**src/rtl/mem_arb_pkg.sv**
```systemverilog
`default_nettype none
// ============================================================================
// Module      : mem_arb_pkg
// Description : Shared types for the imem/dmem memory port arbiter: FSM
//               states, port identifiers, and the pending request record.
// Revision    : 1.0 - initial release
// ============================================================================
package mem_arb_pkg;

    // Field widths of the request record (address, data, write size code)
    localparam int c_addr_w = 64;
    localparam int c_data_w = 64;
    localparam int c_size_w = $clog2(c_data_w / 8);

    typedef enum logic [1:0] {
        IDLE  = 2'd0,
        ISSUE = 2'd1,
        RESP  = 2'd2
    } arb_state_e;

    typedef enum logic {
        PORT_D = 1'b0,
        PORT_I = 1'b1
    } port_e;

    typedef struct packed {
        logic                we;
        logic [c_addr_w-1:0] addr;
        logic [c_size_w-1:0] wr_size;
        logic [c_data_w-1:0] wr_data;
    } mem_req_t;

    // Data port wins unless fetch has something and has lost too often
    function automatic port_e pick_port(input logic d_avail,
                                        input logic i_avail,
                                        input logic i_starved);
        if (i_avail && (!d_avail || i_starved)) begin
            return PORT_I;
        end
        return PORT_D;
    endfunction

endpackage
`default_nettype wire

```
**src/rtl/mem_req_slot.sv**
```systemverilog
`default_nettype none
// ============================================================================
// Module      : mem_req_slot
// Description : Single-entry pending request register for one core port.
//               Latches a request on accept, holds it until cleared at the
//               end of its completion cycle; busy mirrors occupancy.
// Revision    : 1.0 - initial release
// ============================================================================
module mem_req_slot
    import mem_arb_pkg::*;
(
    input  logic     clk,
    input  logic     rst,
    input  logic     i_accept,
    input  mem_req_t i_req,
    input  logic     i_clear,
    output logic     o_busy,
    output mem_req_t o_req
);

    logic     r_pending;
    mem_req_t r_req;

    // Occupancy and captured request; accept only ever happens while empty
    always_ff @(posedge clk or negedge rst) begin
        if (!rst) begin
            r_pending <= 1'b0;
            r_req     <= '0;
        end else if (i_accept) begin
            r_pending <= 1'b1;
            r_req     <= i_req;
        end else if (i_clear) begin
            r_pending <= 1'b0;
        end
    end

    assign o_busy = r_pending;
    assign o_req  = r_req;

endmodule
`default_nettype wire

```
**src/rtl/mem_port_arbiter.sv**
```systemverilog
`default_nettype none
// ============================================================================
// Module      : mem_port_arbiter
// Description : Shares one single-ported, variable-latency memory (req/ack)
//               between the core's fetch (imem) and data (dmem) ports. One
//               access outstanding; data port has priority, fetch is forced
//               through after STARVE_LIMIT consecutive losses.
// Revision    : 1.0 - initial release
// ============================================================================
module mem_port_arbiter
    import mem_arb_pkg::*;
#(
    parameter int DATA_WIDTH   = 64,
    parameter int FETCH_WIDTH  = 64,
    parameter int STARVE_LIMIT = 4
) (
    input  logic                             clk,
    input  logic                             rst,
    input  logic                             dmem_rd_en_i,
    input  logic                             dmem_wr_en_i,
    input  logic [DATA_WIDTH-1:0]            dmem_addr_i,
    input  logic [$clog2(FETCH_WIDTH/8)-1:0] dmem_wr_size_i,
    input  logic [FETCH_WIDTH-1:0]           dmem_wr_data_i,
    output logic                             dmem_busy_o,
    output logic                             dmem_rdy_o,
    output logic [FETCH_WIDTH-1:0]           dmem_rd_data_o,
    input  logic                             imem_rd_en_i,
    input  logic [DATA_WIDTH-1:0]            imem_addr_i,
    output logic                             imem_busy_o,
    output logic                             imem_rdy_o,
    output logic [31:0]                      imem_rd_data_o,
    output logic                             mem_req_o,
    output logic                             mem_we_o,
    output logic [DATA_WIDTH-1:0]            mem_addr_o,
    output logic [$clog2(FETCH_WIDTH/8)-1:0] mem_wr_size_o,
    output logic [FETCH_WIDTH-1:0]           mem_wr_data_o,
    input  logic                             mem_ack_i,
    input  logic [FETCH_WIDTH-1:0]           mem_rd_data_i
);

    // The request record uses the package widths, which equal the defaults
    localparam int                    c_STARVE_W = $clog2(STARVE_LIMIT + 1);
    localparam logic [c_STARVE_W-1:0] c_STARVE_MAX = c_STARVE_W'(STARVE_LIMIT);
    localparam int                    c_WORD_W = 32;

    arb_state_e             r_state, w_state_nxt;
    port_e                  r_grant, w_grant_nxt;
    logic [c_STARVE_W-1:0]  r_starve, w_starve_nxt;

    logic                   w_d_busy, w_i_busy;
    logic                   w_d_accept, w_i_accept;
    logic                   w_d_avail, w_i_avail;
    logic                   w_d_clear, w_i_clear;
    mem_req_t               w_d_new, w_i_new;
    mem_req_t               w_d_req, w_i_req, w_sel;

    logic [FETCH_WIDTH-1:0] r_dmem_rd_data;
    logic [c_WORD_W-1:0]    r_imem_rd_data;

    // A write wins over a simultaneous read; fetches never write
    always_comb begin
        w_d_new         = '0;
        w_d_new.we      = dmem_wr_en_i;
        w_d_new.addr    = dmem_addr_i;
        w_d_new.wr_size = dmem_wr_size_i;
        w_d_new.wr_data = dmem_wr_data_i;
        w_i_new         = '0;
        w_i_new.addr    = imem_addr_i;
    end

    // Enables are only taken while the port's slot is empty
    assign w_d_accept = (dmem_rd_en_i | dmem_wr_en_i) & ~w_d_busy;
    assign w_i_accept = imem_rd_en_i & ~w_i_busy;

    // A request being accepted this cycle competes immediately
    assign w_d_avail = w_d_busy | w_d_accept;
    assign w_i_avail = w_i_busy | w_i_accept;

    assign w_d_clear = (r_state == RESP) && (r_grant == PORT_D);
    assign w_i_clear = (r_state == RESP) && (r_grant == PORT_I);

    mem_req_slot u_slot_d (
        .clk      (clk),
        .rst      (rst),
        .i_accept (w_d_accept),
        .i_req    (w_d_new),
        .i_clear  (w_d_clear),
        .o_busy   (w_d_busy),
        .o_req    (w_d_req)
    );

    mem_req_slot u_slot_i (
        .clk      (clk),
        .rst      (rst),
        .i_accept (w_i_accept),
        .i_req    (w_i_new),
        .i_clear  (w_i_clear),
        .o_busy   (w_i_busy),
        .o_req    (w_i_req)
    );

    // State, grant and starvation count registers
    always_ff @(posedge clk or negedge rst) begin
        if (!rst) begin
            r_state  <= IDLE;
            r_grant  <= PORT_D;
            r_starve <= '0;
        end else begin
            r_state  <= w_state_nxt;
            r_grant  <= w_grant_nxt;
            r_starve <= w_starve_nxt;
        end
    end

    // Arbitrate in IDLE, wait for ack in ISSUE, pulse completion in RESP
    always_comb begin
        w_state_nxt  = r_state;
        w_grant_nxt  = r_grant;
        w_starve_nxt = r_starve;
        unique case (r_state)
            IDLE: begin
                if (w_d_avail || w_i_avail) begin
                    w_state_nxt = ISSUE;
                    w_grant_nxt = pick_port(w_d_avail, w_i_avail,
                                            r_starve == c_STARVE_MAX);
                    if (w_grant_nxt == PORT_I) begin
                        w_starve_nxt = '0;
                    end else if (w_i_avail) begin
                        w_starve_nxt = r_starve + 1'b1;
                    end
                end
            end
            ISSUE: begin
                if (mem_ack_i) begin
                    w_state_nxt = RESP;
                end
            end
            RESP: begin
                w_state_nxt = IDLE;
            end
            default: begin
                w_state_nxt = IDLE;
            end
        endcase
    end

    // Capture read data with the ack; writes leave dmem read data untouched
    always_ff @(posedge clk or negedge rst) begin
        if (!rst) begin
            r_dmem_rd_data <= '0;
            r_imem_rd_data <= '0;
        end else if ((r_state == ISSUE) && mem_ack_i) begin
            if (r_grant == PORT_I) begin
                r_imem_rd_data <= w_sel.addr[2] ? mem_rd_data_i[2*c_WORD_W-1:c_WORD_W]
                                                : mem_rd_data_i[c_WORD_W-1:0];
            end else if (!w_sel.we) begin
                r_dmem_rd_data <= mem_rd_data_i;
            end
        end
    end

    // Memory side presents the granted slot only while a request is open
    assign w_sel         = (r_grant == PORT_I) ? w_i_req : w_d_req;
    assign mem_req_o     = (r_state == ISSUE);
    assign mem_we_o      = mem_req_o & w_sel.we;
    assign mem_addr_o    = mem_req_o ? w_sel.addr    : '0;
    assign mem_wr_size_o = mem_req_o ? w_sel.wr_size : '0;
    assign mem_wr_data_o = mem_req_o ? w_sel.wr_data : '0;

    assign dmem_busy_o    = w_d_busy;
    assign imem_busy_o    = w_i_busy;
    assign dmem_rdy_o     = w_d_clear;
    assign imem_rdy_o     = w_i_clear;
    assign dmem_rd_data_o = r_dmem_rd_data;
    assign imem_rd_data_o = r_imem_rd_data;

endmodule
`default_nettype wire
```
**config.mk**
```make
export PLATFORM = sky130hd
export DESIGN_NAME = mem_port_arbiter
export DESIGN_NICKNAME = d
export VERILOG_FILES = /design/src/rtl/mem_arb_pkg.sv /design/src/rtl/mem_req_slot.sv /design/src/rtl/mem_port_arbiter.sv
export SDC_FILE = /design/constraint.sdc
export NUM_CORES = 1
export LEC_CHECK = 0
export CAP_MARGIN = 25
export CELL_PAD_IN_SITES_DETAIL_PLACEMENT = 2
export CELL_PAD_IN_SITES_GLOBAL_PLACEMENT = 2
export CORE_MARGIN = 2
export CORE_UTILIZATION = 29
export CTS_CLUSTER_SIZE = 28
export DETAILED_ROUTE_END_ITERATION = 7
export PLACE_DENSITY_LB_ADDON = 0.1
export SETUP_SLACK_MARGIN = 0.05
export SLEW_MARGIN = 40
export SYNTH_ARGS = -nofsm -noshare
export SYNTH_HDL_FRONTEND = slang
export SYNTH_SLANG_ARGS = --single-unit
```
**constraint.sdc**
```tcl
create_clock -name clk -period 1.8 [get_ports clk]
set_clock_uncertainty 0.05 [all_clocks]
set_input_delay 0.18 -clock clk [delete_from_list [all_inputs] [get_ports clk]]
set_output_delay 0.18 -clock clk [all_outputs]
set_load 0.01 [all_outputs]
```
==> Word level (Yosys, flattened, before mapping) <==
Index checks and enable logic that the tools add are counted.
W data, S select, Z words.
{ "totals": {"input_bits": 265, "out_inout_bits": 233, "word_cells": 65, "ff_bits": 300} }
{ "classes": {"add_sub_neg": 1, "bitwise_logic": 10, "muxes": 21, "reduce_logical": 16, "eq_ne": 5} }
{ "ops": {"columns": ["op", "count"], "rows": [
  ["$mux W132", 1],
  ["$mux W64", 2],
  ["$mux W32", 1],
  ["$mux W1", 11],
  ["$mux W3", 3],
  ["$reduce_and A2 Y1", 3],
  ["$reduce_and A3 Y1", 2],
  ["$reduce_bool A2 Y1", 3],
  ["$logic_and A1 B1 Y1", 4],
  ["$mux W2", 2],
  ["$not A1 Y1", 4],
  ["$pmux W2 S2", 1],
  ["$add A3 B1 Y3 const B", 1],
  ["$and A1 B1 Y1", 3],
  ["$eq A3 B3 Y1 const B", 1],
  ["$or A1 B1 Y1", 3],
  ["$eq A2 B1 Y1 const B", 1],
  ["$eq A2 B2 Y1 const B", 1],
  ["$logic_not A2 Y1", 1],
  ["$logic_or A1 B1 Y1", 2],
  ["$ne A2 B1 Y1 const B", 1],
  ["$ne A2 B2 Y1 const B", 1],
  ["$logic_not A1 Y1", 1]
]} }

==> Logic depth before layout (Yosys ltp) <==
{ "logic_depth": {"depth_word": 14, "ltp_mapped": 6, "mapped_depth_nobuf": 5} }

==> Cells and area by module <==
A second synthesis with hierarchy kept.
{ "hier_totals": {"cells_unflattened": 1173, "hier_area_um2": 16808.6} }
{ "modules_own_cells": {"columns": ["module", "cells_per_inst", "seq_area_each_um2", "instances", "area_per_inst_um2"], "rows": [
  ["mem_req_slot", 282, 3328.2, 2, 5216.3],
  ["mem_port_arbiter", 609, 2552.4, 1, 6376.1]
]} }

==> Worst setup path after synthesis <==
No wires, ideal clock.
{ "synth_timing": {"path_type": "register to register", "start": "reg r_grant", "end": "reg r_dmem_rd_data[10], in the netlist dmem_rd_data_o[10]", "setup_slack_ns": 0.193, "arrival_ns": 1.432, "path_stages_with_launch": 7, "n_path_buf": 3, "t_required_ns": 1.625, "setup_ns": 0.125, "synth_period_minus_slack_ns": 1.607, "path_cell_list": "dfrtp_1 -> buf_6 -> nor3b_4 -> nand3b_1 -> buf_6 -> buf_6 -> mux2_4"} }
{ "synth_between": {"elab_chain_cells": 3, "elab_cells_between_ends": 4, "cone_classes": "mux (1); bitwise (2); reduce/logical (1)"} }
{ "synth_rtl": {"columns": ["item", "line_no", "source"], "rows": [
  ["start, declared", "mem_port_arbiter.sv:47", "port_e r_grant, w_grant_nxt;"],
  ["start signal, assigned", "mem_port_arbiter.sv:110", "r_grant <= w_grant_nxt;"],
  ["$mux W132", "mem_port_arbiter.sv:163", "assign w_sel = (r_grant == PORT_I) ? w_i_req : w_d_req;"],
  ["$not A1 Y1 (no line)", null, null],
  ["$reduce_and A3 Y1 (no line) (*)", null, null],
  ["end signal, assigned", "mem_port_arbiter.sv:157", "r_dmem_rd_data <= mem_rd_data_i;"],
  ["end, declared", "mem_port_arbiter.sv:57", "logic [FETCH_WIDTH-1:0] r_dmem_rd_data;"]
]} }
Mark *: on every way between the ends. The rest lies on a longest branch, timed or not.
A chain may end at the register's enable or synchronous reset.

==> Worst setup path after layout <==
{ "layout_timing": {"start": "reg r_grant", "end": "out mem_wr_data_o[29]"} }
{ "layout_between": {"elab_chain_cells": 2} }
{ "layout_rtl": {"columns": ["item", "line_no", "source"], "rows": [
  ["$mux W132", "mem_port_arbiter.sv:163", null],
  ["$mux W64", "mem_port_arbiter.sv:168", "assign mem_wr_data_o = mem_req_o ? w_sel.wr_data : '0;"],
  ["end, declared", "mem_port_arbiter.sv:36", "output logic [FETCH_WIDTH-1:0] mem_wr_data_o,"]
]} }
No other way between the ends.

==> results_dict.tcl <==
set metrics [dict create \
    outcome "finished with violations" \
    violations "setup timing" \
    slew_headroom_pct 66.21 \
    fin_crit_sh_pct 123.4 \
    start_util_pct 29.18 \
    grt_max_degree 65 \
    crit_chain "nor3b_4 -> buf_12 -> buf_12 -> clkbuf_16 -> and2_4 -> buf_6" \
    start_kind "flop" \
    setup_ws_ps -421.4 \
    tightest_slew_ps 506.8 \
    drive_gt1_share_pct 41.71 \
    overflow 0 \
    hold_class "input port to async pin" \
    worstPathArrival_ps 1990 \
    track_usage_pct 21.21 \
    drv_cap 0 \
    synth-seq-cells 300 \
    placedCellCount 2047 \
    ioPinCount 498 \
    first_iter_violations 337 \
    place_congestion 0.7571 \
    clkTransAtPathRegs_ps 60 \
    post_drt_wl_per_cell_um 23.86 \
    clkLatencyLatePin_ps 530 \
    dp_hpwl_um 36150 \
    drcViolationCount 0 \
    rsz0062_at_grt "true" \
    synthArstFlopShare_pct 100.0 \
    startpoint "r_grant" \
    postRouteAntennaNets 0 \
    htreeDepth 2 \
    port_buffers 497 \
    crit_type "flop to primary output" \
    die_area_um2 47100 \
    rrSetupSlack_ps -270 \
    whs_ps 105.7 \
    critical_path.max_fanout 5 \
    grt_pass1_vias 11530 \
    cts_buffers 37 \
    p_per_area_nw_per_um2 1704 \
    fin_cells 2163 \
    synthesis.area_um2 13160 \
    dp_slack_ps -239.2 \
    setup_viol 231 \
    root_buffer "clkbuf_16" \
    die_w_um 217.0 \
    chipHeight_um 217.0 \
    regToRegStartpoint "r_grant" \
    clockBufferDepth 3 \
    synth_edf_count 0 \
    cts_tree "built" \
    endpoint "mem_wr_data_o[29]" \
    grt_pass1_wl_um 74380 \
    syn_area_per_cell_um2 13.88 \
    synth-seq-area-share_pct 57.05 \
    tns_ps -54010 \
    min_period_ps 2221 \
    antenna_found_initial 12 \
    fmax_mhz 450.2 \
    critical_path.most_common_cell "buf_12" \
    slew_viol_final 0 \
    crit_required_ps 1570 \
    syn_inst 948 \
    rr_worst_depth 9 \
    layout_common_cells "clkdlybuf4s50_1, dfrtp_1, mux2_2, buf_6, mux2i_1" \
    vdd_drop_max_mv 0.6500 \
    cp-end-kind "primary output" \
    reg2reg_to "imem_rd_data_o[29]" \
    fillers 4419 \
    max_stage_delay_ps 510 \
    ys_types 36 \
    cp_slowest_cell "dfrtp_4" \
    drtPass1Iterations 4 \
    vias 9942 \
    mostFrequentLayoutCell "clkdlybuf4s50_1" \
    core_area_um2 45090 \
    rows 78 \
    drt_wl_total_um 51610 \
    total_power_mw 36.71 \
    synth_nets 1215 \
    yosys_warnings 0 \
    p_leak_nw 10.04 \
    hold_viol_final 0 \
    ys.flop_type "dfrtp_1" \
    cts_sinks 300 \
    final_nets 1801 \
    synthToLayoutAreaGrowth_pct 63.67 \
    via_per_inst 4.596 \
]
where the power goes:
group / switching, mW / internal [mW]
combinational: 6.89 / 10.5
clock: 2.87 / 4.15
sequential: 2.17 / 10.2
total: 11.9 / 24.8
through the flow:
stage	cell area, um2	util [%]
after CTS	20610	45.72
after floorplan	13160	-
after detailed placement	19400	43.02
final	21540	47.77
after global routing	21540	47.77
after global placement	19400	43.02
what timing repair did:
action,CTS,global route
hold endpoints to repair,263,0
buffers inserted,11,21
hold buffers,1,0
pin swaps,36,14
endpoints found under the setup margin,263,274
gates cloned,8,10
gates resized for setup,611,205
metal layers:
layer | vias to the layer above | part of all wire [%] | track usage, %
met1 | 5115 | 39 | 24.78
met2 | 296 | 51 | 36.57
met3 | 73 | 6.8 | 6.611
met5 | - | 0.13 | 0
li1 | 4448 | - | -
met4 | 10 | 2.4 | 7.648
logic make-up after synthesis:
kind of cell | count (synthesis) | share of synthesized area [%]
muxes | 357 | 31.43
adders and majority gates | 2 | 0.1901
AOI/OAI and AO/OA | 41 | 1.693
and+or+nand+nor | 185 | 7.008
buffers and inverters | 63 | 2.624
DFF | 300 | 57.05
cells in the mapped netlist (all sizes together) (2+ instances only):
library cell,instances,area share [%]
nand2b,2,0.095
mux2,260,24
dfrtp,300,57
inv,3,0.086
o21ai,33,1.3
mux2i,97,7.5
nor2,66,1.9
clkbuf,16,0.46
nor3,3,0.11
nand2,34,0.97
and2,70,3.3
buf,44,2.1
ha,2,0.19
nor3b,2,0.20
a21oi,2,0.076
worst min path at each step:
stage                              end  slack [ps]  cells after the start  startpoint
floorplan            dmem_rd_data_o[0]        -170                      0         rst
global placement    u_slot_d.o_req[33]          90                      1         rst
detailed placement  u_slot_d.o_req[33]          90                      1         rst
CTS                 u_slot_d.o_req[33]         110                      2         rst
global route        u_slot_d.o_req[33]         130                      2         rst
finish              u_slot_d.o_req[42]         110                      2         rst
registers in the layout, indices dropped and copies added, names as in the netlist:
register         flops
r_starve             3
u_slot_i.o_busy      1
u_slot_i.o_req      64
u_slot_d.o_req     132
r_state              2
u_slot_d.o_busy      1
dmem_rd_data_o      64
r_grant              1
imem_rd_data_o      32
critical path: cells and delay by family, from the launching register on:
family | cells | cell delay [ps]
and+or+nand+nor | 2 | 410
buffers and inverters | 4 | 530
DFF | 1 | 510
layout make-up:
class	instances	area, um2	share of cell area (%)
Tap cell	600	750.7	3.486
Clock inverter	10	77.57	0.3602
Inverter	3	11.26	0.05229
Sequential cell	300	7512	34.88
Antenna cell	7	17.52	0.08133
Clock buffer	51	1039	4.822
Multi-Input combinational cell	585	5633	26.15
Timing Repair Buffer	607	6496	30.16
Power figures use the tool's default switching activity.
